===== config.mk =====
export PLATFORM = sky130hd
export DESIGN_NAME = keycode_events
export DESIGN_NICKNAME = d
export VERILOG_FILES = /design/src/rtl/zuofu_pkg.sv /design/src/rtl/event_fifo.sv /design/src/rtl/keycode_events.sv
export SDC_FILE = /design/constraint.sdc
export NUM_CORES = 1
export LEC_CHECK = 0
export ABC_AREA = 0
export CAP_MARGIN = 20
export CORE_ASPECT_RATIO = 0.75
export CORE_UTILIZATION = 55
export DETAILED_ROUTE_END_ITERATION = 10
export PLACE_DENSITY = 0.81
export SYNTH_ARGS = -nofsm -noshare
export SYNTH_HDL_FRONTEND = slang
export SYNTH_SLANG_ARGS = --single-unit

===== constraint.sdc =====
create_clock -name Clk -period 2.9 [get_ports Clk]
set_clock_uncertainty 0.05 [all_clocks]
set_input_delay 0.29 -clock Clk [delete_from_list [all_inputs] [get_ports Clk]]
set_output_delay 0.29 -clock Clk [all_outputs]
set_load 0.02 [all_outputs]

===== src/rtl/zuofu_pkg.sv =====
// Shared key definitions for the keyboard front end, state machine and color mapper.
// Key codes double as bit positions in the held/pending masks.
package zuofu_pkg;

   typedef enum logic [2:0] {
      KEY_UP     = 3'd0,
      KEY_DOWN   = 3'd1,
      KEY_LEFT   = 3'd2,
      KEY_RIGHT  = 3'd3,
      KEY_SELECT = 3'd4,
      KEY_ACTION = 3'd5
   } key_e;

   localparam int NUM_KEYS = int'(KEY_ACTION) + 1;
   localparam int EVT_W    = 4;

   localparam logic [7:0] HID_UP     = 8'h1A;
   localparam logic [7:0] HID_DOWN   = 8'h16;
   localparam logic [7:0] HID_LEFT   = 8'h04;
   localparam logic [7:0] HID_RIGHT  = 8'h07;
   localparam logic [7:0] HID_SELECT = 8'h28;
   localparam logic [7:0] HID_ACTION = 8'h2C;

   localparam logic [7:0] KEY_SCANCODE [NUM_KEYS] =
      '{HID_UP, HID_DOWN, HID_LEFT, HID_RIGHT, HID_SELECT, HID_ACTION};

   // Scancode 0x00 matches no entry, so an empty slot contributes nothing.
   function automatic logic [NUM_KEYS-1:0] keyMask(input logic [7:0] scan);
      logic [NUM_KEYS-1:0] m;
      m = '0;
      for (int i = 0; i < NUM_KEYS; i++) begin
         if (scan == KEY_SCANCODE[i]) m[i] = 1'b1;
      end
      return m;
   endfunction

endpackage


===== src/rtl/event_fifo.sv =====
// First-word-fall-through event queue; a push into a full queue is dropped
// unless a pop frees a slot in the same cycle.
module event_fifo
#(
   parameter int DEPTH = 4,
   parameter int WIDTH = 4
)
(
   input  logic             clk_i,
   input  logic             rst_ni,
   input  logic             push_i,
   input  logic [WIDTH-1:0] data_i,
   input  logic             pop_i,
   output logic             valid_o,
   output logic [WIDTH-1:0] data_o,
   output logic             drop_o
);

   localparam int PW = $clog2(DEPTH);
   localparam int CW = PW + 1;

   logic [WIDTH-1:0] mem_q [DEPTH];
   logic [PW-1:0]    wrPtr_q, rdPtr_q;
   logic [CW-1:0]    count_q;
   logic             full, doPop, doPush;

   assign full    = (count_q == CW'(DEPTH));
   assign valid_o = (count_q != '0);
   assign doPop   = pop_i && valid_o;
   assign doPush  = push_i && (!full || doPop);
   assign drop_o  = push_i && !doPush;
   assign data_o  = valid_o ? mem_q[rdPtr_q] : '0;

   always_ff @(posedge clk_i or negedge rst_ni) begin
      if (!rst_ni) begin
         for (int i = 0; i < DEPTH; i++) mem_q[i] <= '0;
         wrPtr_q <= '0;
         rdPtr_q <= '0;
         count_q <= '0;
      end else begin
         if (doPush) begin
            mem_q[wrPtr_q] <= data_i;
            wrPtr_q        <= wrPtr_q + PW'(1);
         end
         if (doPop) rdPtr_q <= rdPtr_q + PW'(1);
         case ({doPush, doPop})
            2'b10:   count_q <= count_q + CW'(1);
            2'b01:   count_q <= count_q - CW'(1);
            default: count_q <= count_q;
         endcase
      end
   end

endmodule


===== src/rtl/keycode_events.sv =====
// Turns the two-slot HID keycode into a queue of press and auto-repeat events,
// with frame-paced repeats for the most recently pressed direction key.
module keycode_events
   import zuofu_pkg::*;
#(
   parameter int REPEAT_DELAY = 20,
   parameter int REPEAT_RATE  = 6,
   parameter int FIFO_DEPTH   = 4
)
(
   input  logic                Clk,
   input  logic                Reset_n,
   input  logic [15:0]         keycode,
   input  logic                frame_clk,
   output logic                evt_valid,
   output logic [2:0]          evt_code,
   output logic                evt_repeat,
   input  logic                evt_ready,
   output logic [NUM_KEYS-1:0] held,
   output logic                overflow
);

   localparam int CNT_W = $clog2(REPEAT_DELAY + 1);

   logic [NUM_KEYS-1:0] held_q, heldPrev_q, pending_q, pending_d, rise, grantMask;
   logic                syncA_q, syncB_q, syncC_q, tick;
   logic                trkActive_q, trkActive_d, repReq_q, repReq_d, overflow_q;
   logic [1:0]          trkKey_q, trkKey_d, newestDir;
   logic [CNT_W-1:0]    cnt_q, cnt_d;
   logic [2:0]          lowIdx;
   logic                hasPending, push, drop;
   logic [EVT_W-1:0]    pushData, headData;

   assign rise       = held_q & ~heldPrev_q;
   assign tick       = syncB_q & ~syncC_q;
   assign hasPending = |pending_q;

   always_comb begin
      lowIdx    = '0;
      newestDir = '0;
      for (int i = NUM_KEYS - 1; i >= 0; i--) begin
         if (pending_q[i]) lowIdx = 3'(i);
      end
      for (int i = 0; i < 4; i++) begin
         if (rise[i]) newestDir = 2'(i);
      end
      grantMask = hasPending ? (NUM_KEYS'(1) << lowIdx) : '0;
      pending_d = (pending_q & ~grantMask) | rise;
   end

   // A pending press owns the push slot; a waiting repeat simply holds over a cycle.
   assign push     = hasPending || repReq_q;
   assign pushData = hasPending ? {lowIdx, 1'b0} : {1'b0, trkKey_q, 1'b1};

   always_comb begin
      trkActive_d = trkActive_q;
      trkKey_d    = trkKey_q;
      cnt_d       = cnt_q;
      repReq_d    = repReq_q && hasPending;
      if (|rise[3:0]) begin
         trkActive_d = 1'b1;
         trkKey_d    = newestDir;
         cnt_d       = '0;
         repReq_d    = 1'b0;
      end else if (trkActive_q) begin
         if (!held_q[trkKey_q]) begin
            trkActive_d = 1'b0;
            repReq_d    = 1'b0;
         end else if (tick) begin
            if (cnt_q == CNT_W'(REPEAT_DELAY - 1)) begin
               repReq_d = 1'b1;
               cnt_d    = CNT_W'(REPEAT_DELAY - REPEAT_RATE);
            end else begin
               cnt_d = cnt_q + CNT_W'(1);
            end
         end
      end
   end

   always_ff @(posedge Clk or negedge Reset_n) begin
      if (!Reset_n) begin
         held_q      <= '0;
         heldPrev_q  <= '0;
         pending_q   <= '0;
         syncA_q     <= 1'b0;
         syncB_q     <= 1'b0;
         syncC_q     <= 1'b0;
         trkActive_q <= 1'b0;
         trkKey_q    <= '0;
         cnt_q       <= '0;
         repReq_q    <= 1'b0;
         overflow_q  <= 1'b0;
      end else begin
         held_q      <= keyMask(keycode[7:0]) | keyMask(keycode[15:8]);
         heldPrev_q  <= held_q;
         pending_q   <= pending_d;
         syncA_q     <= frame_clk;
         syncB_q     <= syncA_q;
         syncC_q     <= syncB_q;
         trkActive_q <= trkActive_d;
         trkKey_q    <= trkKey_d;
         cnt_q       <= cnt_d;
         repReq_q    <= repReq_d;
         overflow_q  <= overflow_q | drop;
      end
   end

   event_fifo #(
      .DEPTH (FIFO_DEPTH),
      .WIDTH (EVT_W)
   ) u_fifo (
      .clk_i   (Clk),
      .rst_ni  (Reset_n),
      .push_i  (push),
      .data_i  (pushData),
      .pop_i   (evt_ready),
      .valid_o (evt_valid),
      .data_o  (headData),
      .drop_o  (drop)
   );

   assign evt_code   = headData[3:1];
   assign evt_repeat = headData[0];
   assign held       = held_q;
   assign overflow   = overflow_q;

endmodule


==> flow_summary.ini <==
[cells_and_area]
register_area_um2 = 1350
num-fill-cells = 306
fin_util_pct = 71.5
nets = 288
multi_input_area_um2 = 1130
drive_above_1_share_pct = 12.9
n_antenna_cell = 0
syn_to_final_growth_pct = 19.6

[cts]
clock-sinks = 54
cts_tree = built
clk_latency_ns = 0.31
cts_inserted_buffers = 5
cts-root-buf = clkbuf_8
clk_pin_slew_worst_paths_ns = 0.10
cts_setup_buffers = 0
cts.repair.resized = 0
ctsHoldBuffers = 1
htree_num_levels = 2
cts.path.max_buffers = 2

[yosys]
ys_ff_latch = 54
synth_edf_count = 0
yosys_warnings = 0
synth_area_per_cell_um2 = 11.2
ys_async_sr_fraction_pct = 100
synth_cell_types = 44
synth.cell_area_um2 = 2530
synth.net_count = 252
syn_inst = 226
seq_area_frac_synth_pct = 53.4
synth_ff_type = dfrtp_1

[sta]
finalSetupViolCount = 0
holdWs_ns = 0.308
finalSetupTns_ns = 0
hold_violations = 0
fmax_mhz = 396
slew_headroom_pct = 56.7
layout_setup_ws_ns = 0.377
timing.final.crit_share_pct = 87.0
rsz0062_at_grt = no
tightest_slew_ns = 0.650
post-route-min-period_ns = 2.52
final_max_slew_viol_count = 0

[power]
power_density_nw_per_um2 = 703
pwr-share-seq_pct = 47.5
switching_share_pct = 30.6
pwr-share-comb_pct = 28.1
intPower_w = 0.00148
ir_drop_mv = 0.376
leakage_nw = 1.41
clock_power_share_pct = 24.5
p_switching_w = 0.000650

[critical_path]
crit_fanout = 10
path_class = reg -> reg
end_kind = register
critPathArrivalTime_ns = 2.67
startpoint_type = register
crit_required_ns = 3.04

[routing]
drt_iter0_drc = 113
vias = 1905
dr.pass1.iters = 4
postRouteAntennaNets = 0
drc = 0
wl_per_cell_um = 15.7
finalWirelength_mm = 5.00
viasPerCell = 5.99

[global_routing]
grt_antenna_before_repair = 0
track_usage_pct = 23.7
grt_pass1_wl_mm = 8.46
grt_max_degree = 37
grt_overflow = 0
grt_pass1_vias = 1873

[floorplan]
die_area_um2 = 4880
core-area_um2 = 4230
die_y_um = 60.7
row_count = 20
die_w_um = 80.3
top_level_ports = 32
start_util_pct = 59.8

[placed_design]
gp_congestion = 0.779
dp_hpwl_mm = 3.77
pre_cts_ws_ns = 0.417
io_buffers = 31

[outcome]
status = finished, final reports clean

[flow_run]
max_cap_viol_count = 0

[hold_path]
hold_path_class = reg -> reg
[registers in the layout, indices dropped and copies added (netlist names)]
register        cells
u_fifo.mem_q       16
heldPrev_q          6
held                6
pending_q           6
cnt_q               5
u_fifo.count_q      3
trkKey_q            2
u_fifo.rdPtr_q      2
u_fifo.wrPtr_q      2
overflow            1
repReq_q            1
syncA_q             1
syncB_q             1
syncC_q             1
trkActive_q         1
[metal layers]
layer  GRT usage (%)  up-vias  share of wire [%]
li1                -      897                  -
met1            30.3      927                 45
met2            38.8       71                 48
met3            6.02       10                5.7
met4            11.0        0                1.6
met5               0        -                  0
[cell usage after synthesis, types with 2 or more instances]
| library cell | instances | area share [%] |
|---|---|---|
| ha_1 | 5 | 2.5 |
| a21oi_1 | 7 | 1.4 |
| o21ai_0 | 12 | 2.4 |
| mux2_2 | 16 | 7.1 |
| xnor2_1 | 3 | 1.0 |
| a211o_1 | 2 | 0.69 |
| or3_1 | 4 | 0.99 |
| a21o_1 | 3 | 0.89 |
| inv_1 | 8 | 1.2 |
| dfrtp_1 | 54 | 53 |
| nand2b_1 | 7 | 1.7 |
| nand3_1 | 5 | 0.99 |
| nand2_1 | 22 | 3.3 |
| clkbuf_1 | 4 | 0.59 |
| mux4_2 | 5 | 4.5 |
| nor3_1 | 15 | 3.0 |
| nand4b_1 | 2 | 0.69 |
| nor2b_1 | 8 | 2.0 |
| and2_1 | 4 | 0.99 |
| nor2_1 | 10 | 1.5 |
| o22ai_1 | 7 | 1.7 |
[per-stage QoR]
| stage | std cells | power [W] | instance area [um^2] |
|---|---|---|---|
| final | 318 | 0.00213 | 3030 |
| after floorplan | 226 | 0.00141 | 2530 |
| after global placement | 309 | 0.00160 | 2900 |
| after detailed placement | 309 | 0.00162 | 2900 |
| after global routing | 318 | 0.00226 | 3030 |
| after CTS | 318 | 0.00214 | 3030 |
[logic make-up (layout without fill, tap and decap cells)]
logic type               Yosys count  count (layout)  synth area share (%)
adder cells (fa/ha/maj)            6               6                  3.26
AND/OR/NAND/NOR                   84              84                  17.2
buffers and inverters             13              50                  1.98
multiplexers                      22              22                  12.0
AO/OA/AOI/OAI                     43              43                  10.8
flip-flops                        54              54                  53.4
XOR/XNOR                           4               4                  1.39
[critical path: stages, from the launching register on]
cell and delay, ns:
dfrtp_1 0.46, or4_1 0.72, nor2_1 0.24, nand3_1 0.12
fa_1 0.52, nor3b_1 0.18, o22ai_1 0.11
[power by group through the flow]
stage,clock network [W],registers (W),logic (W)
2_1_floorplan,0,0.000969,0.000445
3_3_place_gp,0,0.00102,0.000580
3_5_place_dp,0,0.00103,0.000598
4_1_cts,0.000529,0.00101,0.000602
5_1_grt,0.000559,0.00103,0.000670
6_report,0.000520,0.00101,0.000597
[layout by cell type, fill, tap and decap left out, drive strengths merged, types with 2 or more instances in the layout]
cell type      count
mux2              16
a21o               3
a21oi              7
ha                 5
nor2              10
inv               10
mux4               5
dfrtp             54
nand2             22
xnor2              3
clkbuf             5
and2               4
o21ai             13
nor3              15
or3                4
o22ai              7
buf                3
nand2b             7
clkdlybuf4s50     30
nor2b              8
nand3              5
nand4b             2
a211o              2
[cell type report]
type	instances	share of cell area (%)
clock buffer	5	2.27
clock inverter	3	1.57
inverter	8	0.993
multi-input combinational	159	37.3
sequential	54	44.7
tap	55	2.27
timing repair buffer	34	10.9
[final timing paths]
kind                               from                end  slack [ns]  cells past startpoint
max                        pending_q[0]  u_fifo.count_q[1]        0.38                      6
min                             syncA_q            syncB_q        0.31                      0
max reg2reg                pending_q[0]  u_fifo.count_q[1]        0.38                      6
min reg2reg                     syncA_q            syncB_q        0.31                      0
max in group asynchronous       Reset_n      heldPrev_q[3]        1.62                      3
min in group asynchronous       Reset_n    u_fifo.mem_q[4]        0.39                      2
No activity file was read; power rests on OpenSTA's default activity.
